<file path="config.mk">
export PLATFORM = sky130hd
export DESIGN_NAME = uart_tx_param
export DESIGN_NICKNAME = d
export VERILOG_FILES = /design/src/rtl/uart_pkg.sv /design/src/rtl/uart_tx_fifo.sv /design/src/rtl/uart_tx_param.sv
export SDC_FILE = /design/constraint.sdc
export NUM_CORES = 1
export LEC_CHECK = 0
export ABC_AREA = 1
export BUFFER_PORTS_ARGS = -buffer_cell sky130_fd_sc_hd__buf_2
export CORE_AREA = 3 3 118 142
export DETAILED_ROUTE_END_ITERATION = 12
export DIE_AREA = 0 0 121 145
export PLACE_DENSITY = 0.76
export SETUP_SLACK_MARGIN = 0.5
export SLEW_MARGIN = 25
export SYNTH_ARGS = -nofsm -noshare
export SYNTH_HDL_FRONTEND = slang
export SYNTH_SLANG_ARGS = --single-unit
</file>
<file path="constraint.sdc">
create_clock -name clk -period 5.05 [get_ports clk]
set_input_delay 0.505 -clock clk [delete_from_list [all_inputs] [get_ports clk]]
set_output_delay 0.505 -clock clk [all_outputs]
set_load 0.05 [all_outputs]
</file>
<file path="src/rtl/uart_pkg.sv">
// Shared definitions for the parametrised UART transmitter: parity modes,
// FSM state encoding and a counter-width helper.
package uart_pkg;

  localparam int PAR_NONE = 0;
  localparam int PAR_ODD  = 1;
  localparam int PAR_EVEN = 2;

  typedef enum logic [2:0] {
    ST_IDLE  = 3'd0,
    ST_START = 3'd1,
    ST_DATA  = 3'd2,
    ST_PAR   = 3'd3,
    ST_STOP  = 3'd4
  } tx_state_e;

  // Bits needed to hold the values 0..n-1 (never less than one bit).
  function automatic int cnt_width(input int n);
    return (n <= 2) ? 1 : $clog2(n);
  endfunction

endpackage

</file>
<file path="src/rtl/uart_tx_fifo.sv">
// Synchronous TX FIFO with extra-MSB pointers; full/empty come from
// comparing the wrap bit and the address bits of the two pointers.
module uart_tx_fifo #(
  parameter int WIDTH = 8,
  parameter int DEPTH = 16
) (
  input  logic                         clk,
  input  logic                         reset,
  input  logic                         push_i,
  input  logic                         pop_i,
  input  logic [WIDTH-1:0]             wdata_i,
  output logic [WIDTH-1:0]             rdata_o,
  output logic                         full_o,
  output logic                         empty_o,
  output logic [$clog2(DEPTH+1)-1:0]   count_o
);

  localparam int AW = $clog2(DEPTH);

  logic [WIDTH-1:0] mem_q [DEPTH];
  logic [AW:0]      wr_ptr_q;
  logic [AW:0]      rd_ptr_q;
  logic             do_push;
  logic             do_pop;

  assign do_push = push_i && !full_o;
  assign do_pop  = pop_i && !empty_o;

  // NOTE: sequential state uses <= so every flop samples pre-edge values.
  always_ff @(posedge clk or posedge reset) begin
    if (reset) begin
      wr_ptr_q <= '0;
      rd_ptr_q <= '0;
    end else begin
      if (do_push) wr_ptr_q <= wr_ptr_q + 1'b1;
      if (do_pop)  rd_ptr_q <= rd_ptr_q + 1'b1;
    end
  end

  // NOTE: storage is left unreset; the pointers alone decide what is valid.
  always_ff @(posedge clk) begin
    if (do_push) mem_q[wr_ptr_q[AW-1:0]] <= wdata_i;
  end

  assign rdata_o = mem_q[rd_ptr_q[AW-1:0]];
  assign empty_o = (wr_ptr_q == rd_ptr_q);
  assign full_o  = (wr_ptr_q == {~rd_ptr_q[AW], rd_ptr_q[AW-1:0]});
  assign count_o = wr_ptr_q - rd_ptr_q;

endmodule

</file>
<file path="src/rtl/uart_tx_param.sv">
// Parametrised UART transmitter: FIFO-fed framer with configurable width,
// parity, stop bits and baud divisor. TxD is registered from the FSM state.
module uart_tx_param
  import uart_pkg::*;
#(
  parameter int BAUD_DIV   = 868,
  parameter int DATA_BITS  = 8,
  parameter int PARITY     = 0,
  parameter int STOP_BITS  = 1,
  parameter int FIFO_DEPTH = 16
) (
  input  logic                              clk,
  input  logic                              reset,
  input  logic [DATA_BITS-1:0]              data,
  input  logic                              data_valid,
  output logic                              data_ready,
  output logic                              TxD,
  output logic                              busy,
  output logic [$clog2(FIFO_DEPTH+1)-1:0]   fifo_count,
  output logic                              overflow
);

  localparam int BW  = cnt_width(BAUD_DIV);
  localparam int NBW = cnt_width(DATA_BITS);
  localparam logic [BW-1:0]  BAUD_LAST = BW'(BAUD_DIV - 1);
  localparam logic [NBW-1:0] DATA_LAST = NBW'(DATA_BITS - 1);
  localparam logic [NBW-1:0] STOP_LAST = NBW'(STOP_BITS - 1);

  tx_state_e              state_q, state_d;
  logic [BW-1:0]          baud_q, baud_d;
  logic [NBW-1:0]         bit_q, bit_d;
  logic [DATA_BITS-1:0]   shift_q, shift_d;
  logic                   par_q, par_d;
  logic                   txd_q, txd_d;
  logic                   ovf_q;

  logic                   push, pop, load, bit_end;
  logic                   fifo_full, fifo_empty;
  logic [DATA_BITS-1:0]   fifo_rdata;

  assign data_ready = !reset && !fifo_full;
  assign push       = data_valid && data_ready;

  uart_tx_fifo #(
    .WIDTH (DATA_BITS),
    .DEPTH (FIFO_DEPTH)
  ) u_fifo (
    .clk     (clk),
    .reset   (reset),
    .push_i  (push),
    .pop_i   (pop),
    .wdata_i (data),
    .rdata_o (fifo_rdata),
    .full_o  (fifo_full),
    .empty_o (fifo_empty),
    .count_o (fifo_count)
  );

  assign bit_end = (baud_q == BAUD_LAST);

  // NOTE: every always_comb output gets a default first, so no latches form.
  always_comb begin
    state_d = state_q;
    baud_d  = baud_q;
    bit_d   = bit_q;
    shift_d = shift_q;
    par_d   = par_q;
    load    = 1'b0;

    if (state_q != ST_IDLE) baud_d = bit_end ? '0 : baud_q + 1'b1;

    case (state_q)
      ST_IDLE:  load = !fifo_empty;
      ST_START: if (bit_end) begin
        state_d = ST_DATA;
        bit_d   = '0;
      end
      ST_DATA:  if (bit_end) begin
        shift_d = shift_q >> 1;
        if (bit_q == DATA_LAST) begin
          bit_d   = '0;
          state_d = (PARITY != PAR_NONE) ? ST_PAR : ST_STOP;
        end else begin
          bit_d = bit_q + 1'b1;
        end
      end
      ST_PAR:   if (bit_end) begin
        state_d = ST_STOP;
        bit_d   = '0;
      end
      ST_STOP:  if (bit_end) begin
        if (bit_q == STOP_LAST) begin
          bit_d   = '0;
          state_d = ST_IDLE;
          load    = !fifo_empty;
        end else begin
          bit_d = bit_q + 1'b1;
        end
      end
      default:  state_d = ST_IDLE;
    endcase

    // Payload and its parity are captured at pop so later writes cannot disturb the frame.
    if (load) begin
      shift_d = fifo_rdata;
      par_d   = (PARITY == PAR_ODD) ? ~(^fifo_rdata) : ^fifo_rdata;
      baud_d  = '0;
      bit_d   = '0;
      state_d = ST_START;
    end
  end

  assign pop = load;

  always_comb begin
    case (state_q)
      ST_START: txd_d = 1'b0;
      ST_DATA:  txd_d = shift_q[0];
      ST_PAR:   txd_d = par_q;
      default:  txd_d = 1'b1;
    endcase
  end

  always_ff @(posedge clk or posedge reset) begin
    if (reset) begin
      state_q <= ST_IDLE;
      baud_q  <= '0;
      bit_q   <= '0;
      shift_q <= '0;
      par_q   <= 1'b0;
      txd_q   <= 1'b1;
      ovf_q   <= 1'b0;
    end else begin
      state_q <= state_d;
      baud_q  <= baud_d;
      bit_q   <= bit_d;
      shift_q <= shift_d;
      par_q   <= par_d;
      txd_q   <= txd_d;
      ovf_q   <= data_valid && !data_ready;
    end
  end

  assign TxD      = txd_q;
  assign overflow = ovf_q;
  assign busy     = (state_q != ST_IDLE) || (fifo_count != '0);

endmodule

</file>
==> out/results.txt <==
The post-route netlist has 7.31% of its cells at a drive strength greater than 1. The share of flip-flops with an asynchronous set or reset was 22.4%. Relative to the synthesized area, the layout overhead comes to 11.1%.

The tools report the number of buffers added by the clock tree synthesis step as 17. The logs give 17,500 sq um for the area of the die and 4 for the level count of the clock H-tree. The post-route DRC violation count was 0; the average size of a mapped cell was 9.40 sq um. In the post-synthesis netlist, the biggest area contributors are edfxtp_1 50%, dfrtp_1 12%, nand2_1 12%. Most instantiated flip-flop cell in the synthesis netlist: edfxtp_1. On the final layout, the worst clock skew is 0.00856 ns. After the first detailed-routing iteration, the DRC count stood at 561. During I/O placement, the number of pins put on the boundary was 20.

The synthesized netlist net count is 843, and the arrival time at the worst endpoint is 2.67 ns. Power spread over the standard cell area amounts to 395 nW/um^2. The die is 145 um tall. The area of the mapped netlist came out at 7690 sq um.

The floorplan has 50 rows. For this block, the via count after detailed routing is 5,512. In the routed layout, each cell is associated on average with a via count of 5.22. The number of hold-slack violations in the final timing report was 0; the x dimension of the die was 121 um. Measured against its own limit, the worst slew margin works out to 47.2%.

The first-pass GRT wire length is 26,900 um. Setup repair after global routing left no endpoint under its margin. The yosys synthesis warning count was 0; the number of gates resized after cts was 0. The clock-pin transition on the worst setup and hold timing paths works out to 0.06 ns. The tools report the kind of start point of the critical path as a flip-flop.

In the global route stage, overall resource usage came out at 19.9%. The tool flagged a number of max-cap violations equal to 0. The depth of the worst register-to-register path was 9; the HPWL after detailed placement was 11,100 um. Of the available clock period, the critical path in the final layout requires 62.9%. STA classifies the critical path endpoint as a primary output.

The tools report the number of inserted diodes as 0. The clock sink count came out at 165. The most common cell after layout, fill and taps aside was nand2_1.

At the end of routability-driven placement, the weighted congestion stood at 0.914. The run gives 0 as the hold buffer count at cts. The initial antenna violation count was 0; the buffer levels on the longest clock path was 2. The slew of the pin with the lowest slew margin works out to 0.791 ns.

The logs give 860 for the number of nets in the layout and 0 for the final setup violation count. The synthesized design devotes to its leading area cell type 50.0% of total area. The worst setup path is of the reg -> out kind.

Entering global routing, the biggest net connects 60 pins. The first-pass iteration count of the detailed router was 5; the clock period minus final worst setup slack was 3.18 ns. Measured on the finished design, the core utilization comes to 54.8%.

Post-CTS timing repair inserted 0 buffers for setup. Wires add up to 16,700 um. The reg2reg setup slack is 1.94 ns, and the count of flip-flops with a built-in enable after synthesis is 128. The flow ran to the end, and the final reports show no timing, DRC or antenna violations. For the total grt overflow, the log shows 0.

The tools report the maximum resistive drop on vdd as 0.277 mV. Top achievable clock speed: 0.315 GHz. TritonCTS built the clock tree. The logs give 0 ns for the accumulated negative setup slack and 4.55 ns for the worst path required time. The run gives 15,600 sq um as the area of the core.

The flip-flop and latch count after synthesis was 165. The clock latency on the worst-skew pair came out at 0.42 ns. In this run the static leakage power is 0.00365 uW. The cell sitting at the root of the clock tree is a clkbuf_16. The worst reg2reg path startpoint was u_fifo.rd_ptr_q[2]$_DFFE_PP0P_. The worst register-to-register path ends at u_fifo.mem_q[15][5]$_DFFE_PP_. The top cell type by total area after synthesis is edfxtp_1.

Summing the sequential cell areas from Yosys gives 62.0% of the chip area. The worst hold slack after final layout is 0.185 ns. In this run, distinct cell masters in the synthesized netlist total 33.

Input and output buffers added on the ports amount to 19. In the final routed layout, each cell accounts on average for 15.8 um. The highest fanout seen on the critical path was 12. The number of global-route vias before repair was 5,226. The cell count after synthesis came out at 818. The tightest min-delay check is of the in -> async type.

The detail route stage leaves a number of antenna-violating nets equal to 0. The number of pins with negative max-slew slack in the final report is 0, and the initial core utilization is 49.4%. The top cell types in the final layout, fill and taps aside, are 236 x nand2_1, 128 x edfxtp_1, 117 x nor2_1, 98 x inv_1, 60 x nand3_1.
## Yosys cell counts (4+ instances only)
| master | number |
|---|---|
| edfxtp_1 | 128 |
| inv_2 | 4 |
| nand3_1 | 60 |
| nor2_1 | 117 |
| nand4_1 | 4 |
| nor3_1 | 4 |
| o21ai_1 | 17 |
| nand2_1 | 236 |
| buf_2 | 18 |
| inv_1 | 98 |
| ha_1 | 13 |
| o21ai_0 | 38 |
| xor2_1 | 12 |
| dfrtp_1 | 36 |
| xnor2_1 | 4 |
| a21oi_1 | 7 |
## how the worst max path moves through the flow
stage | slack [ns] | cells past startpoint | to | start
after floorplan | 1.83 | 8 | busy | u_fifo.rd_ptr_q[3]$_DFFE_PP0P_
after global placement | 2.14 | 9 | u_fifo.mem_q[15][1]$_DFFE_PP_ | u_fifo.rd_ptr_q[2]$_DFFE_PP0P_
after detailed placement | 2.07 | 9 | u_fifo.mem_q[15][7]$_DFFE_PP_ | u_fifo.rd_ptr_q[2]$_DFFE_PP0P_
after CTS | 1.91 | 8 | busy | u_fifo.rd_ptr_q[2]$_DFFE_PP0P_
after global routing | 1.61 | 9 | u_fifo.mem_q[15][5]$_DFFE_PP_ | u_fifo.rd_ptr_q[2]$_DFFE_PP0P_
final | 1.87 | 8 | busy | u_fifo.rd_ptr_q[2]$_DFFE_PP0P_
## layout make-up
class	instances	area (sq um)
clock buffer	18	429
clock inverter	14	173
fill	1321	7030
inverter	103	388
multi-input combinational	526	2400
sequential	165	4770
tap	208	260
timing repair buffer	22	118
## worst max-delay path: stages (launching register included)
cell and delay, ns:
dfrtp_1 0.60, inv_2 0.18, ha_1 0.40, a21oi_1 0.16
o21ai_0 0.12, xor2_1 0.18, nor4_1 0.29, nand2_1 0.10
buf_2 0.22
## metrics by stage
| step | std cells | cell area (sq um) | power [uW] | setup slack, ns |
|---|---|---|---|---|
| finish | 1056 | 8540 | 3380 | 1.87 |
| global route | 1056 | 8540 | 3500 | 1.61 |
| CTS | 1056 | 8540 | 3390 | 1.91 |
| detailed placement | 1024 | 7940 | 2080 | 2.07 |
| global placement | 1024 | 7940 | 2080 | 2.14 |
| floorplan | 818 | 7690 | 1940 | 1.83 |
## metal layers
layer / vias up / global-route usage, % / wire length (um)
li1: 2674 / - / -
met1: 2621 / 25.9 / 7170
met2: 181 / 31.9 / 8190
met3: 36 / 4.44 / 867
met4: 0 / 8.84 / 451
met5: - / 0 / 0
## sequential cells by signal (all words and copies together), names as in the netlist
| name | cells |
|---|---|
| u_fifo.mem_q | 128 |
| baud_q | 10 |
| shift_q | 8 |
| u_fifo.rd_ptr_q | 5 |
| u_fifo.wr_ptr_q | 5 |
| bit_q | 3 |
| state_q | 3 |
| TxD | 1 |
| overflow | 1 |
| par_q | 1 |
## cells by family after synthesis
family / count (synthesis) / synth area share [%]
AO/OA/AOI/OAI: 69 / 4.75
XOR/XNOR: 16 / 1.82
adder cells (fa/ha/maj): 14 / 2.37
buffers and inverters: 127 / 6.73
flip-flops: 165 / 62.0
AND/OR/NAND/NOR: 427 / 22.3
## where the power goes
group | internal (uW) | total (uW) | leakage [uW] | switching, uW
Sequential | 1540 | 1580 | 0.00161 | 39.6
Combinational | 116 | 489 | 0.00175 | 373
Clock | 784 | 1310 | 0.000290 | 528
(Power assumes the default switching activity.)
